==> src/rtl/rr_mux_n_1.sv <==
// N:1 round-robin multiplexer with per-channel valid/ready and a registered output stage.
// Optional packet lock (grant held until in_last) is enabled by defining RR_MUX_PKT_LOCK_EN.
module rr_mux_n_1 #(
  parameter int XLEN = 32,
  parameter int N    = 4
) (
  input  logic                      clk,
  input  logic                      rst_n,
  input  logic [N*XLEN-1:0]         in_data,
  input  logic [N-1:0]              in_valid,
`ifdef RR_MUX_PKT_LOCK_EN
  input  logic [N-1:0]              in_last,
`endif
  output logic [N-1:0]              in_ready,
  output logic [XLEN-1:0]           out_data,
  output logic [$clog2(N)-1:0]      out_sel,
  output logic                      out_valid,
  input  logic                      out_ready
);

  localparam int SELW = $clog2(N);

  logic [SELW-1:0] ptr_q;
  logic [SELW-1:0] ptr_d;
  logic [SELW-1:0] grant;
  logic            found;
  logic            free;
  logic            xfer;
  logic [XLEN-1:0] grant_data;
  logic [XLEN-1:0] out_data_q;
  logic [SELW-1:0] out_sel_q;
  logic            out_valid_q;
`ifdef RR_MUX_PKT_LOCK_EN
  logic            lock_q;
  logic [SELW-1:0] lock_sel_q;
`endif

  assign free = !out_valid_q || out_ready;

  // Scan from ptr with an explicit modulo-N wrap so non-power-of-two N stays in range.
  always_comb begin
    logic [SELW:0] idx;
    found = 1'b0;
    grant = '0;
    idx   = '0;
`ifdef RR_MUX_PKT_LOCK_EN
    if (lock_q) begin
      found = in_valid[lock_sel_q];
      grant = lock_sel_q;
    end else begin
`endif
      for (int i = 0; i < N; i++) begin
        idx = {1'b0, ptr_q} + (SELW+1)'(i);
        if (idx >= (SELW+1)'(N)) idx = idx - (SELW+1)'(N);
        if (!found && in_valid[idx[SELW-1:0]]) begin
          found = 1'b1;
          grant = idx[SELW-1:0];
        end
      end
`ifdef RR_MUX_PKT_LOCK_EN
    end
`endif
  end

  assign xfer = free && found;

  always_comb begin
    in_ready   = '0;
    grant_data = '0;
    for (int k = 0; k < N; k++) begin
      if (grant == SELW'(k)) begin
        grant_data = in_data[k*XLEN +: XLEN];
        if (rst_n && xfer) in_ready[k] = 1'b1;
      end
    end
  end

  assign ptr_d = (grant == SELW'(N-1)) ? '0 : grant + SELW'(1);

  always_ff @(posedge clk or negedge rst_n) begin
    if (!rst_n) begin
      out_data_q  <= '0;
      out_sel_q   <= '0;
      out_valid_q <= 1'b0;
      ptr_q       <= '0;
`ifdef RR_MUX_PKT_LOCK_EN
      lock_q      <= 1'b0;
      lock_sel_q  <= '0;
`endif
    end else if (xfer) begin
      out_data_q  <= grant_data;
      out_sel_q   <= grant;
      out_valid_q <= 1'b1;
`ifdef RR_MUX_PKT_LOCK_EN
      // Mid-packet beats pin the grant and freeze ptr until the last beat.
      if (in_last[grant]) begin
        lock_q <= 1'b0;
        ptr_q  <= ptr_d;
      end else begin
        lock_q     <= 1'b1;
        lock_sel_q <= grant;
      end
`else
      ptr_q       <= ptr_d;
`endif
    end else if (free) begin
      out_valid_q <= 1'b0;
    end
  end

  assign out_data  = out_data_q;
  assign out_sel   = out_sel_q;
  assign out_valid = out_valid_q;

endmodule

==> config.mk <==
export PLATFORM = sky130hd
export DESIGN_NAME = rr_mux_n_1
export DESIGN_NICKNAME = d
export VERILOG_FILES = /design/src/rtl/rr_mux_n_1.sv
export SDC_FILE = /design/constraint.sdc
export NUM_CORES = 1
export LEC_CHECK = 0
export ABC_AREA = 1
export BUFFER_PORTS_ARGS = -buffer_cell sky130_fd_sc_hd__buf_2
export CAP_MARGIN = 20
export CORE_MARGIN = 3
export CORE_UTILIZATION = 43
export DETAILED_ROUTE_END_ITERATION = 10
export MAX_ROUTING_LAYER = met4
export PLACE_DENSITY = 0.89
export SYNTH_ARGS = -nofsm -noshare
export SYNTH_HDL_FRONTEND = slang
export SYNTH_SLANG_ARGS = --single-unit
==> constraint.sdc <==
create_clock -name clk -period 3.5 [get_ports clk]
set_input_delay 0.175 -clock clk [delete_from_list [all_inputs] [get_ports clk]]
set_output_delay 0.175 -clock clk [all_outputs]
set_load 0.005 [all_outputs]
Word level (Yosys, flattened, before mapping) --
Index checks and enable logic that the tools add are counted.
Storage, ports and cells: input bits 135, bits in registers 37
Operators by class: order comparisons 8, multiplexer cells 32, equality and inequality tests 3, reductions and logical operators 12, $add $sub $neg 8
Operator list (number):
- 32-bit 2-to-1 mux | 4
- 2-bit 2-to-1 mux | 9
- 1-bit 2-to-1 mux | 15
- 2-bit by 3-bit less-than comparator with 1-bit output (second input constant) | 4
- 3-bit greater-or-equal comparator (second input constant) | 3
- 1-bit binary-select mux with 2-bit select | 4
- 2-bit by 1-bit subtractor with 2-bit output (second input constant) | 4
- 2-bit by 2-bit adder with 3-bit output (second input constant) | 2
- 1-bit logical AND | 5
- 2-bit == test (second input constant) | 2
- 1-bit logical NOT | 4
- 2-bit by 1-bit adder with 3-bit output (second input constant) | 1
- 2-bit by 3-bit greater-or-equal comparator with 1-bit output (second input constant) | 1
- 2-bit by 1-bit adder with 2-bit output (second input constant) | 1
- 2-bit by 1-bit == test with 1-bit output (second input constant) | 1
- 2-bit logical NOT | 1
- 2-bit nonzero test | 1
- 1-bit logical OR | 1

Longest topological paths before layout --
depth after elaboration 19, gate-level depth with buffers 20

Worst setup path before layout --
No wires, ideal clock.
path kind register to register, start register ptr_q[0], end register out_data_q[7], in the netlist out_data[7], path slack 0.942 ns, arrival 2.493 ns, library setup time 0.065 ns, cell stages (with the launch flop) 20, path buffers 3, required time 3.435 ns, cell sequence dfrtp_1 -> buf_6 -> inv_4 -> nand2_1 -> nand3_1 -> nand2_1 -> nor2_4 -> nand3_2 -> nand3_1 -> inv_1 -> ha_1 -> clkbuf_1 -> nor2_1 -> clkbuf_1 -> nand2_1 -> nand2_1 -> o21ai_0 -> o21ai_0 -> nand2_1 -> nand2_1
On the way: word-level cells in the longest chain between the ends 19
RTL lines:
- start: declaration | RTL line 23 | logic [SELW-1:0] ptr_q;
- start signal: assignment | RTL line 104 | ptr_q <= ptr_d;
- branches (longest 13 deep; another with 2-bit by 1-bit adder with 3-bit output)
- 2-bit 2-to-1 mux (*) | RTL line 55 | if (!found && in_valid[idx[SELW-1:0]]) begin
- net grant[0] | RTL line 25 | logic [SELW-1:0] grant;
- 2-bit logical NOT | RTL line 71 | if (grant == SELW'(k)) begin
- 32-bit 2-to-1 mux (3 in a row) | RTL line 71
- 32-bit 2-to-1 mux (*) | RTL line 71
- end signal: assignment | RTL line 91 | out_data_q <= grant_data;
- end: declaration | RTL line 30 | logic [XLEN-1:0] out_data_q;
Mark *: on every way through the listed nets, which the timed path passes. The select of a mux whose other input is x is not followed. A chain may end at the register's enable or synchronous reset.

Worst setup path in the final report --
start register ptr_q[0], end output in_ready[3]
RTL lines:
- branches (longest 13 deep; another with 2-bit by 1-bit adder with 3-bit output)
- 2-bit 2-to-1 mux (*) | RTL line 55
- net grant[0] | RTL line 25
- 2-bit == test (*) | RTL line 71
- 1-bit 2-to-1 mux (*) | RTL line 71
- end: declaration | RTL line 14 | output logic [N-1:0] in_ready,
Marked as above.

==> impl.org <==
** Die
- The die is 85.0 µm wide.
- Die height :: 85.0 µm
- For this configuration, the core starts out at a cell density of 0.448.
- Boundary Pins :: 174
- Die footprint :: 0.00722 mm²
- The initialized floorplan defines 28 standard-cell rows.
- Core footprint :: 0.00599 mm²

** Place
- Weighted congestion at the end of routability-driven global placement :: 0.890
- Sum of net half-perimeters after detailed placement :: 6430 µm
- Count of input and output buffers :: 173
- Area of placed instances :: 0.00356 mm²

** Finish
- Of the cells placed in the final design, the portion with a size suffix greater than 1 is 0.325.
- After routing the design area is 0.00365 mm².
- Compared with the post-synthesis result, the final layout area differs by 35.9%.
- Counting the fill cells in the layout gives 582.
- The number of antenna diodes in the final layout is 0.
- Net count of the finished layout :: 736
- Most common cell after layout, fill and taps aside :: sky130_fd_sc_hd__nand2_1
- In the layout the commonest cells are sky130_fd_sc_hd__nand2_1 (230), sky130_fd_sc_hd__buf_2 (173), sky130_fd_sc_hd__o21ai_0 (63).

** Yosys
- Of the synthesized area, sequential elements account for 0.345.
- Synthesis handed over a netlist of 440 instances.
- Cell variety after synth :: 20
- Net count of the mapped netlist :: 579
- Synth warnings :: 0
- Post-synthesis average cell area :: 6.10 µm²
- The cell area that synthesis handed to floorplanning was 0.00268 mm².
- Counting flops and latches in the post-synthesis netlist gives 37.

** Power
- Largest vdd supply drop :: 0.759 mV
- The analysis attributes to cell leakage a power of 2.13 nW.
- Power spread over the standard cell area amounts to 1330 mW/mm².

** Global routing
- The layer flagged by global routing as most heavily used is met2.
- The total overflow left after global routing is 0.
- The via count of the first global-routing pass came to 3,157.
- The first global-routing pass estimated 14,000 µm of wire.
- The initial antenna violation count is 0.
- For this run, global-route usage on met2 was measured as 0.418.
- Gr usage total :: 0.244
- Maximum number of pins on one net before global-route repair :: 39
- GRT met1 Usage :: 0.289
- Met3 GRT Util :: 0.0408

** Job
- Across the run, the number of max-cap violations was 0.

** Drt
- Overall via count from detail_route :: 3,331
- The count of nets left with antenna violations once routing finished came out at 0.
- Initial DRT Pass Iterations :: 4
- DRC violation count after routing :: 0
- DR iter-0 viols :: 140
- Detailed-route vias per instance :: 4.96
- Dividing the detail-routed wire length by the instance count gives 12.7 µm.
- Total Wirelength :: 8540 µm

** Critical path
- Crit Path Class :: reg2out
- Crit path capture type :: output port
- At the worst endpoint, the arrival time is 2.84 ns.
- STA puts the critical path data required time at 3.32 ns.
- Of all nets on the critical path, the largest fanout is 35.
- CP startpoint kind :: flop

** STA
- Headroom to the max-slew limit :: 0.446
- Post-Route Setup TNS :: 0 ns
- Derived from the worst setup path, the maximum achievable clock frequency is 332 MHz.
- The number of max-slew violations in the final report is 0.
- Setup repair after global routing left no endpoint under its margin.
- Of the available clock period, the critical path in the final layout requires 0.861.
- At the pin with the least slew margin, the transition time is 0.831 ns.
- Minimum hold slack :: -0.0247 ns
- The routed design could run at a clock period as short as 3.01 ns.
- Final setup viols :: 0
- Max Clock Skew :: 0.00768 ns
- The number of hold violations in the final report was 15.

** Clock network
- Max Root-Sink Buffers :: 2
- Insertion delay of the later-clocked pin in the worst-skew pair :: 0.28 ns
- Post-cts hold buffer count :: 0
- H-tree depth :: 2
- Clock net sink count :: 37
- Buffers added to address setup during post-CTS repair amount to 0.
- TritonCTS built the clock tree.
- Post_cts resized :: 0
- TritonCTS Buffers :: 5
- Cell chosen for the clock root :: sky130_fd_sc_hd__clkbuf_8
- Clock-pin slew reported for the worst setup and hold paths after clock tree synthesis :: 0.07 ns

** Run status
- Result of the run :: finished with violations
- The final reports fail on hold timing.

** Worst hold path
- Class of the tightest hold or removal check :: in2async
critical path: stages (launching register included):
cell and delay (ns):
sky130_fd_sc_hd__dfrtp_1 0.54, sky130_fd_sc_hd__inv_4 0.09, sky130_fd_sc_hd__nand2_1 0.11, sky130_fd_sc_hd__nand3_1 0.09, sky130_fd_sc_hd__nand2_1 0.15, sky130_fd_sc_hd__inv_1 0.08
sky130_fd_sc_hd__nand3_1 0.13, sky130_fd_sc_hd__nand3_1 0.15, sky130_fd_sc_hd__inv_1 0.13, sky130_fd_sc_hd__ha_2 0.55, sky130_fd_sc_hd__buf_12 0.25, sky130_fd_sc_hd__inv_1 0.06
sky130_fd_sc_hd__nor2_1 0.09, sky130_fd_sc_hd__buf_2 0.12
per-stage QoR:
step | total power [mW] | setup slack, ns | utilization | std cells
6_report | 4.84 | 0.487 | 0.609 | 672
5_1_grt | 5.52 | 0.265 | 0.609 | 672
4_1_cts | 4.87 | 0.496 | 0.609 | 672
3_5_place_dp | 4.57 | 0.755 | 0.594 | 665
3_3_place_gp | 4.41 | 0.890 | 0.594 | 665
2_1_floorplan | 3.59 | 0.942 | - | 440
state kept, by name, summed over array words and instances, names as in the netlist:
name	cells
out_data	32
ptr_q	2
out_valid	1
out_sel	2
power by group:
part	internal (mW)	leakage [nW]	switching, mW
registers	0.667	0.463	0.120
logic	1.37	1.62	2.39
clock network	0.156	0.0443	0.140
total	2.20	2.13	2.65
logic make-up (layout without fill, tap and decap cells):
group	after synthesis	after routing	synth area share
buffers and inverters	46	203	0.0788
and+or+nand+nor	252	252	0.369
AOI/OAI and AO/OA	101	101	0.188
DFF	37	37	0.345
adders and majority gates	4	4	0.0187
worst paths after layout:
path | from | end | slack (ns) | cells past startpoint
max | ptr_q[0] | in_ready[3] | 0.49 | 13
min in group clk | in_data[121] | out_data[25] | 0.19 | 5
max reg2reg | ptr_q[0] | out_data[3] | 0.70 | 17
min reg2reg | out_data[20] | out_data[20] | 0.47 | 2
max in group asynchronous | rst_n | out_data[31] | 2.99 | 1
min | rst_n | out_sel[1] | -0.02 | 1
routing by layer:
metal / wire (µm) / share of wire
met3: 576 / 0.067
met2: 4470 / 0.52
met1: 3360 / 0.39
met4: 130 / 0.015
met5: 0 / 0
final cells by class:
type | instances | area, µm² | area share
multi-input combinational | 357 | 1550 | 0.425
timing repair buffer | 179 | 923 | 0.253
tap | 75 | 93.8 | 0.0257
sequential | 37 | 926 | 0.254
clock buffer | 7 | 86.3 | 0.0237
inverter | 17 | 66.3 | 0.0182
cells in the mapped netlist:
| master | count | area share |
|---|---|---|
| sky130_fd_sc_hd__nand4_1 | 2 | 0.0047 |
| sky130_fd_sc_hd__nand3_2 | 1 | 0.0037 |
| sky130_fd_sc_hd__o21ai_1 | 6 | 0.011 |
| sky130_fd_sc_hd__inv_1 | 15 | 0.021 |
| sky130_fd_sc_hd__a21oi_1 | 32 | 0.060 |
| sky130_fd_sc_hd__nand2_4 | 1 | 0.0042 |
| sky130_fd_sc_hd__dfrtp_1 | 37 | 0.35 |
| sky130_fd_sc_hd__nor2_1 | 5 | 0.0070 |
| sky130_fd_sc_hd__clkbuf_1 | 18 | 0.025 |
| sky130_fd_sc_hd__nand2_1 | 230 | 0.32 |
| sky130_fd_sc_hd__inv_4 | 1 | 0.0023 |
| sky130_fd_sc_hd__inv_2 | 1 | 0.0014 |
| sky130_fd_sc_hd__buf_1 | 2 | 0.0028 |
| sky130_fd_sc_hd__nand2_2 | 2 | 0.0047 |
| sky130_fd_sc_hd__o21ai_0 | 63 | 0.12 |
| sky130_fd_sc_hd__buf_6 | 4 | 0.017 |
| sky130_fd_sc_hd__nand3_1 | 10 | 0.019 |
| sky130_fd_sc_hd__nor2_4 | 1 | 0.0042 |
| sky130_fd_sc_hd__buf_2 | 5 | 0.0093 |
| sky130_fd_sc_hd__ha_1 | 4 | 0.019 |
No activity file was read; power rests on OpenSTA's default activity.
